**src/rtl/rv_decode_stage_if.sv**
```systemverilog
// Handshake and decoded-entry bundle for rv_decode_stage.
//   master: upstream fetch / downstream execute side (drives instruction in, out_ready)
//   slave : the decode stage (drives in_ready and all out_* fields)
// Ports: in_valid/in_ready/in_instr/in_pc on the fetch side; out_valid/out_ready plus the
// registered decode fields (pc, opcode, class, rd, rs1, rs2, funct3, funct7, imm, illegal).
interface rv_decode_stage_if #(
  parameter int unsigned XLEN = 32
);
  logic            in_valid;
  logic            in_ready;
  logic [31:0]     in_instr;
  logic [XLEN-1:0] in_pc;

  logic            out_valid;
  logic            out_ready;
  logic [XLEN-1:0] out_pc;
  logic [4:0]      out_opcode;
  logic [3:0]      out_class;
  logic [4:0]      out_rd;
  logic [4:0]      out_rs1;
  logic [4:0]      out_rs2;
  logic [2:0]      out_funct3;
  logic [6:0]      out_funct7;
  logic [XLEN-1:0] out_imm;
  logic            out_illegal;

  modport master (
    output in_valid, in_instr, in_pc, out_ready,
    input  in_ready, out_valid, out_pc, out_opcode, out_class, out_rd, out_rs1, out_rs2,
           out_funct3, out_funct7, out_imm, out_illegal
  );

  modport slave (
    input  in_valid, in_instr, in_pc, out_ready,
    output in_ready, out_valid, out_pc, out_opcode, out_class, out_rd, out_rs1, out_rs2,
           out_funct3, out_funct7, out_imm, out_illegal
  );
endinterface

```
**src/rtl/rv_decode_stage.sv**
```systemverilog
// Registered RISC-V decode stage between fetch and execute.
// Classifies the major opcode, extracts register/function fields, builds the sign-extended
// immediate and flags illegal encodings; results appear one cycle after the handshake.
// Ports:
//   clk           rising-edge clock
//   rst           synchronous active-high reset
//   flush         drop the held entry and refuse input this cycle
//   bus           rv_decode_stage_if.slave: instruction in, decoded entry out
//   illegal_count saturating count of illegal instructions captured
module rv_decode_stage #(
  parameter int unsigned XLEN     = 32,
  parameter bit          ENABLE_M = 1'b1,
  parameter int unsigned CNT_W    = 16
) (
  input  logic             clk,
  input  logic             rst,
  input  logic             flush,
  rv_decode_stage_if.slave bus,
  output logic [CNT_W-1:0] illegal_count
);

  localparam bit Rv64 = (XLEN == 64);

  typedef enum logic [3:0] {
    ClsIllegal = 4'd0,
    ClsLoad    = 4'd1,
    ClsMiscMem = 4'd2,
    ClsOpImm   = 4'd3,
    ClsAuipc   = 4'd4,
    ClsStore   = 4'd5,
    ClsOp      = 4'd6,
    ClsLui     = 4'd7,
    ClsBranch  = 4'd8,
    ClsJalr    = 4'd9,
    ClsJal     = 4'd10,
    ClsSystem  = 4'd11,
    ClsOpImm32 = 4'd12,
    ClsOp32    = 4'd13
  } cls_e;

  typedef enum logic [2:0] {FmtZero, FmtI, FmtS, FmtB, FmtU, FmtJ} fmt_e;

  logic [31:0] instr;
  logic [4:0]  opcode;
  logic [2:0]  f3;
  logic [6:0]  f7;

  assign instr  = bus.in_instr;
  assign opcode = instr[6:2];
  assign f3     = instr[14:12];
  assign f7     = instr[31:25];

  // Shift-immediate upper bits: bit 25 is shamt[5] on RV64, so it is excluded there.
  logic sll_ok, srl_ok, op_ok;
  always_comb begin
    sll_ok = 1'b0;
    srl_ok = 1'b0;
    if (Rv64) begin
      sll_ok = (instr[31:26] == 6'b000000);
      srl_ok = (instr[31:26] == 6'b000000) || (instr[31:26] == 6'b010000);
    end else begin
      sll_ok = (f7 == 7'b0000000);
      srl_ok = (f7 == 7'b0000000) || (f7 == 7'b0100000);
    end
  end

  // funct7=0100000 is only SUB/SRA; 0000001 is the M extension.
  assign op_ok = (f7 == 7'b0000000) ||
                 ((f7 == 7'b0100000) && ((f3 == 3'd0) || (f3 == 3'd5))) ||
                 (ENABLE_M && (f7 == 7'b0000001));

  cls_e dec_class;
  fmt_e dec_fmt;
  logic dec_legal;

  always_comb begin
    dec_class = ClsIllegal;
    dec_fmt   = FmtZero;
    dec_legal = 1'b0;
    case (opcode)
      5'b00000: begin
        dec_class = ClsLoad;
        dec_fmt   = FmtI;
        dec_legal = Rv64 ? (f3 != 3'd7) : !((f3 == 3'd3) || (f3 == 3'd6) || (f3 == 3'd7));
      end
      5'b00011: begin
        dec_class = ClsMiscMem;
        dec_legal = 1'b1;
      end
      5'b00100: begin
        dec_class = ClsOpImm;
        dec_fmt   = FmtI;
        dec_legal = (f3 == 3'd1) ? sll_ok : ((f3 == 3'd5) ? srl_ok : 1'b1);
      end
      5'b00101: begin
        dec_class = ClsAuipc;
        dec_fmt   = FmtU;
        dec_legal = 1'b1;
      end
      5'b00110: begin
        dec_class = ClsOpImm32;
        dec_fmt   = FmtI;
        dec_legal = Rv64;
      end
      5'b01000: begin
        dec_class = ClsStore;
        dec_fmt   = FmtS;
        dec_legal = Rv64 ? (f3 <= 3'd3) : (f3 <= 3'd2);
      end
      5'b01100: begin
        dec_class = ClsOp;
        dec_legal = op_ok;
      end
      5'b01101: begin
        dec_class = ClsLui;
        dec_fmt   = FmtU;
        dec_legal = 1'b1;
      end
      5'b01110: begin
        dec_class = ClsOp32;
        dec_legal = Rv64 && op_ok;
      end
      5'b11000: begin
        dec_class = ClsBranch;
        dec_fmt   = FmtB;
        dec_legal = (f3 != 3'd2) && (f3 != 3'd3);
      end
      5'b11001: begin
        dec_class = ClsJalr;
        dec_fmt   = FmtI;
        dec_legal = (f3 == 3'd0);
      end
      5'b11011: begin
        dec_class = ClsJal;
        dec_fmt   = FmtJ;
        dec_legal = 1'b1;
      end
      5'b11100: begin
        dec_class = ClsSystem;
        dec_fmt   = FmtI;
        dec_legal = 1'b1;
      end
      default: dec_legal = 1'b0;
    endcase
    // Compressed encodings are not supported.
    if (instr[1:0] != 2'b11) dec_legal = 1'b0;
    if (!dec_legal) begin
      dec_class = ClsIllegal;
      dec_fmt   = FmtZero;
    end
  end

  // Signed size casts sign-extend each raw immediate straight to XLEN.
  logic [XLEN-1:0] imm_i, imm_s, imm_b, imm_u, imm_j, dec_imm;
  assign imm_i = XLEN'($signed(instr[31:20]));
  assign imm_s = XLEN'($signed({instr[31:25], instr[11:7]}));
  assign imm_b = XLEN'($signed({instr[31], instr[7], instr[30:25], instr[11:8], 1'b0}));
  assign imm_u = XLEN'($signed({instr[31:12], 12'b0}));
  assign imm_j = XLEN'($signed({instr[31], instr[19:12], instr[20], instr[30:21], 1'b0}));

  always_comb begin
    dec_imm = '0;
    case (dec_fmt)
      FmtI:    dec_imm = imm_i;
      FmtS:    dec_imm = imm_s;
      FmtB:    dec_imm = imm_b;
      FmtU:    dec_imm = imm_u;
      FmtJ:    dec_imm = imm_j;
      default: dec_imm = '0;
    endcase
  end

  logic            valid_q;
  logic [XLEN-1:0] pc_q;
  logic [31:2]     instr_q;
  cls_e            class_q;
  logic [XLEN-1:0] imm_q;
  logic            illegal_q;
  logic [CNT_W-1:0] count_q;
  logic            ready;
  logic            capture;

  assign ready   = !flush && (!valid_q || bus.out_ready);
  assign capture = bus.in_valid && ready;

  always_ff @(posedge clk) begin
    if (rst) begin
      valid_q   <= 1'b0;
      pc_q      <= '0;
      instr_q   <= '0;
      class_q   <= ClsIllegal;
      imm_q     <= '0;
      illegal_q <= 1'b0;
      count_q   <= '0;
    end else if (capture) begin
      valid_q   <= 1'b1;
      pc_q      <= bus.in_pc;
      instr_q   <= instr[31:2];
      class_q   <= dec_class;
      imm_q     <= dec_imm;
      illegal_q <= !dec_legal;
      if (!dec_legal && (count_q != '1)) count_q <= count_q + CNT_W'(1);
    end else if (flush || bus.out_ready) begin
      // Flush or drain; data registers keep their stale contents.
      valid_q <= 1'b0;
    end
  end

  assign bus.in_ready    = ready;
  assign bus.out_valid   = valid_q;
  assign bus.out_pc      = pc_q;
  assign bus.out_opcode  = instr_q[6:2];
  assign bus.out_class   = class_q;
  assign bus.out_rd      = instr_q[11:7];
  assign bus.out_rs1     = instr_q[19:15];
  assign bus.out_rs2     = instr_q[24:20];
  assign bus.out_funct3  = instr_q[14:12];
  assign bus.out_funct7  = instr_q[31:25];
  assign bus.out_imm     = imm_q;
  assign bus.out_illegal = illegal_q;
  assign illegal_count   = count_q;

endmodule

```
**src/flat_wrapper.sv**
```systemverilog
// flat-port wrapper written by rule: the top's interface ports become plain ports
module rv_decode_stage_flat 
#(
  parameter int unsigned XLEN     = 32,
  parameter bit          ENABLE_M = 1'b1,
  parameter int unsigned CNT_W    = 16
)
  (clk, rst, flush, illegal_count, bus_in_valid, bus_in_instr, bus_in_pc, bus_out_ready, bus_in_ready, bus_out_valid, bus_out_pc, bus_out_opcode, bus_out_class, bus_out_rd, bus_out_rs1, bus_out_rs2, bus_out_funct3, bus_out_funct7, bus_out_imm, bus_out_illegal);
  rv_decode_stage_if #(.XLEN(XLEN)) bus_i ();
  input  logic clk;
  input  logic rst;
  input  logic flush;
  output logic [CNT_W-1:0] illegal_count;
  input wire logic [$bits(bus_i.in_valid)-1:0] bus_in_valid;
  input wire logic [$bits(bus_i.in_instr)-1:0] bus_in_instr;
  input wire logic [$bits(bus_i.in_pc)-1:0] bus_in_pc;
  input wire logic [$bits(bus_i.out_ready)-1:0] bus_out_ready;
  output wire logic [$bits(bus_i.in_ready)-1:0] bus_in_ready;
  output wire logic [$bits(bus_i.out_valid)-1:0] bus_out_valid;
  output wire logic [$bits(bus_i.out_pc)-1:0] bus_out_pc;
  output wire logic [$bits(bus_i.out_opcode)-1:0] bus_out_opcode;
  output wire logic [$bits(bus_i.out_class)-1:0] bus_out_class;
  output wire logic [$bits(bus_i.out_rd)-1:0] bus_out_rd;
  output wire logic [$bits(bus_i.out_rs1)-1:0] bus_out_rs1;
  output wire logic [$bits(bus_i.out_rs2)-1:0] bus_out_rs2;
  output wire logic [$bits(bus_i.out_funct3)-1:0] bus_out_funct3;
  output wire logic [$bits(bus_i.out_funct7)-1:0] bus_out_funct7;
  output wire logic [$bits(bus_i.out_imm)-1:0] bus_out_imm;
  output wire logic [$bits(bus_i.out_illegal)-1:0] bus_out_illegal;
  assign bus_i.in_valid = bus_in_valid;
  assign bus_i.in_instr = bus_in_instr;
  assign bus_i.in_pc = bus_in_pc;
  assign bus_i.out_ready = bus_out_ready;
  assign bus_in_ready = bus_i.in_ready;
  assign bus_out_valid = bus_i.out_valid;
  assign bus_out_pc = bus_i.out_pc;
  assign bus_out_opcode = bus_i.out_opcode;
  assign bus_out_class = bus_i.out_class;
  assign bus_out_rd = bus_i.out_rd;
  assign bus_out_rs1 = bus_i.out_rs1;
  assign bus_out_rs2 = bus_i.out_rs2;
  assign bus_out_funct3 = bus_i.out_funct3;
  assign bus_out_funct7 = bus_i.out_funct7;
  assign bus_out_imm = bus_i.out_imm;
  assign bus_out_illegal = bus_i.out_illegal;
  rv_decode_stage #(.XLEN(XLEN), .ENABLE_M(ENABLE_M), .CNT_W(CNT_W)) u_core (.clk(clk), .rst(rst), .flush(flush), .bus(bus_i), .illegal_count(illegal_count));
endmodule
```
**config.mk**
```make
export PLATFORM = sky130hd
export DESIGN_NAME = rv_decode_stage_flat
export DESIGN_NICKNAME = d
export VERILOG_FILES = /design/src/rtl/rv_decode_stage_if.sv /design/src/rtl/rv_decode_stage.sv /design/src/flat_wrapper.sv
export SDC_FILE = /design/constraint.sdc
export NUM_CORES = 1
export LEC_CHECK = 0
export BUFFER_PORTS_ARGS = -buffer_cell sky130_fd_sc_hd__buf_2
export CAP_MARGIN = 20
export CORE_ASPECT_RATIO = 0.8
export CORE_MARGIN = 3
export CORE_UTILIZATION = 49
export DETAILED_ROUTE_END_ITERATION = 10
export PLACE_DENSITY = 0.8
export SLEW_MARGIN = 20
export SYNTH_ARGS = -nofsm -noshare
export SYNTH_HDL_FRONTEND = slang
export SYNTH_SLANG_ARGS = --single-unit
```
**constraint.sdc**
```tcl
create_clock -name clk -period 2.7 [get_ports clk]
set_input_delay 0.135 -clock clk [delete_from_list [all_inputs] [get_ports clk]]
set_output_delay 0.135 -clock clk [all_outputs]
set_load 0.005 [all_outputs]
```
==> run summary <==
Global-route wire length before repair: 25300 µm
Pint: 3.48 mW
Worst-path fanout max: 9
Clock power frac: 51.2%
Total global routing overflow: 0
P_leak: 3.13 nW
Commonest non-fill, non-tap cell in the layout: buf_2
Fmax achieved: 0.401 GHz
I/O pin count: 186
Pin count of the biggest net entering global routing: 67
Minimum clock period: 2500 ps
Cells after synthesis: 601
DIE WIDTH: 118 µm
Largest stage delay, worst path: 580 ps
Cts bufs inserted: 17
Clock tree buffer depth: 2
Cell row count: 32
Area grow syn2layout: 41.9%
Chip height: 95.7 µm
Arr. time, crit path: 2830 ps
H-tree Lvls: 4
Ys flop type: dfxtp_1
Yosys reg bits: 116
Routed vias/inst: 5.49
Worst Max-Slew Pin Slew: 911 ps
Sw Ratio: 23.6%
CTS tree: done
Starting Density: 50.6%
Distinct cell type count after synthesis: 59
Core Area: 0.00973 mm²
Port buffer count: 185
Yosys warns: 0
Synthesized area: 0.00493 mm²
Setup_tns: 0 ps
Endpoints failing setup: 0
Dpl hpwl: 10300 µm
GRT Resource Usage Total: 28.0%
CP startpoint kind: input port
Status: completed
Sequential share of power: 39.2%
Clock sink count: 116
Most frequent cells in the layout: buf_2, nand2_1, dfxtp_1
Post-CTS Setup Bufs: 0
Fin crit share: 92.5%
Cell area power density: 652 mW/mm²
Gp weighted congestion: 0.912
Reg clk slew, reported paths: 60 ps
Gate power share: 9.6%
Max-cap viol count: 0
Avg Inst Size Synth: 8.20 µm²
Max_slew headroom: 39.2%
Setup CP Type: in -> reg
ANT nets after route: 0
Fin cells: 968
Slowest library cell on the worst path: or4_1
Initial DRC Count: 447
Worst vdd rail ir drop: 0.544 mV
Cells after DPL: 891
Final Max Tran Viols: 0
Critical path cell sequence: dlygate4sd3_1 -> buf_2 -> or4_1 -> o21ai_1 -> a22o_2 -> a41oi_4 -> nand3b_4 -> or2_1 -> o21ai_2
Worst min path class: in -> reg
Net load switching power: 1.07 mW
RSZ-0062 raised after global routing: false
Die area: 0.0113 mm²
TritonRoute pass-1 iters: 5
Clk_lat worst skew: 410 ps
Final net count: 888
Final wirelength: 16000 µm
Post-synth EDFFs: 0
Nature of the critical path endpoint: flop
Total power: 4.55 mW
Setup WS post-layout: 203 ps
Register area share after synthesis: 47.1%
Residual DRC count: 0
Initial antenna violation count: 1
Syn nets: 671
Layout cells sized above 1: 30.6%
Root Buffer: clkbuf_16
Dpl ws: 325 ps
Vias in the first global route: 5078
Hold Slack: 15.4 ps
Vias: 5310
Final Skew: 6.82 ps
Fin. Hold Viols: 0
WP buf/inv: 2
Worst Path Required: 3040 ps
Cell family with most CP delay: simple AND/OR/NAND/NOR gates
Post-synth ARST share: 0%
Wire per inst: 16.6 µm
[metrics by stage]
step                      utilization, %  cell area, µm²
final                               71.8            6990
after global routing                71.8            6990
after CTS                           71.8            6990
after detailed placement            60.9            5930
after global placement              60.9            5930
after floorplan                        -            4930
[area by class of cell]
class                   count  area (µm²)
diodes                      1        2.50
clock buffers              18         429
clock inverters            14         186
fillers                   762        2740
inverters                   5        18.8
multi-input cells         438        2400
flip-flops and latches    116        2320
well taps                 136         170
repair buffers            240        1460
[kinds of logic after synthesis]
logic type	after synthesis	share of synthesized area, %
fa+ha+maj	2	0.457
flops	116	47.1
mux	3	0.660
buf+inv	47	4.27
simple gates	258	23.6
xor+xnor	7	1.24
compound gates	168	22.6
[worst min-delay path, stage by stage]
cell and delay, ps:
buf_2 120, nand2_1 60, a21oi_1 60
[path summary, 6_finish.rpt]
kind / endpoint / cells past startpoint / startpoint / slack, ps
hold / removal: u_core.instr_q[9] / 3 / bus_in_instr[9] / 20
hold reg to reg: u_core.bus.out_pc[18] / 2 / u_core.bus.out_pc[18] / 450
setup / recovery: u_core.bus.out_imm[17] / 9 / bus_in_instr[27] / 200
setup reg to reg: u_core.illegal_count[9] / 8 / u_core.illegal_count[7] / 420
[registers in the layout, indices dropped and copies added (netlist names)]
signal / cells
u_core.bus.out_pc: 32
u_core.bus.out_class: 4
u_core.bus.out_illegal: 1
u_core.bus.out_valid: 1
u_core.bus.out_imm: 32
u_core.instr_q: 30
u_core.illegal_count: 16
[what timing repair did]
item                      CTS  global route
hold buffers               44             0
gates resized for setup     0             0
hold endpoints to repair   47             0
[synthesized netlist by cell type (2+ instances only)]
master / n / area, µm²
nor3_1: 3 / 15.0
buf_6: 3 / 33.8
xnor2_1: 2 / 17.5
and2_1: 2 / 12.5
buf_2: 3 / 15.0
a22o_1: 17 / 149
mux2_2: 2 / 22.5
o31ai_1: 6 / 45.0
xor2_1: 5 / 43.8
nor2b_1: 4 / 25.0
buf_1: 5 / 18.8
or3_1: 4 / 25.0
inv_1: 5 / 18.8
clkbuf_1: 29 / 109
o211ai_1: 3 / 22.5
o21ai_0: 11 / 55.1
nor2_1: 29 / 109
buf_4: 2 / 15.0
or2_2: 2 / 12.5
a21oi_1: 88 / 440
a32oi_1: 3 / 26.3
nor3b_1: 2 / 15.0
nand2_1: 176 / 661
a222oi_1: 5 / 50.1
a41oi_4: 2 / 55.1
o21ai_2: 11 / 96.3
nand4_1: 4 / 25.0
dfxtp_1: 116 / 2320
and3_1: 3 / 18.8
nand3_1: 7 / 35.0
or4_1: 8 / 60.1
a211oi_1: 8 / 60.1
a22oi_1: 5 / 37.5
[power groups by stage]
stage	registers [mW]	clock network [mW]	logic [mW]
floorplan	1.83	0	0.200
global placement	1.82	0	0.362
detailed placement	1.82	0	0.374
CTS	1.79	2.35	0.425
global route	1.79	2.44	0.477
finish	1.79	2.33	0.437
[metal layers]
metal / vias to the layer above / part of all wire (%) / GRT usage [%] / routed length (µm)
met1: 2445 / 40 / 35.1 / 6490
met2: 292 / 48 / 45.7 / 7710
met3: 41 / 9.0 / 7.47 / 1450
li1: 2532 / - / - / -
met4: 0 / 2.4 / 12.9 / 377
met5: - / 0 / 0 / 0
Power figures use the tool's default switching activity.
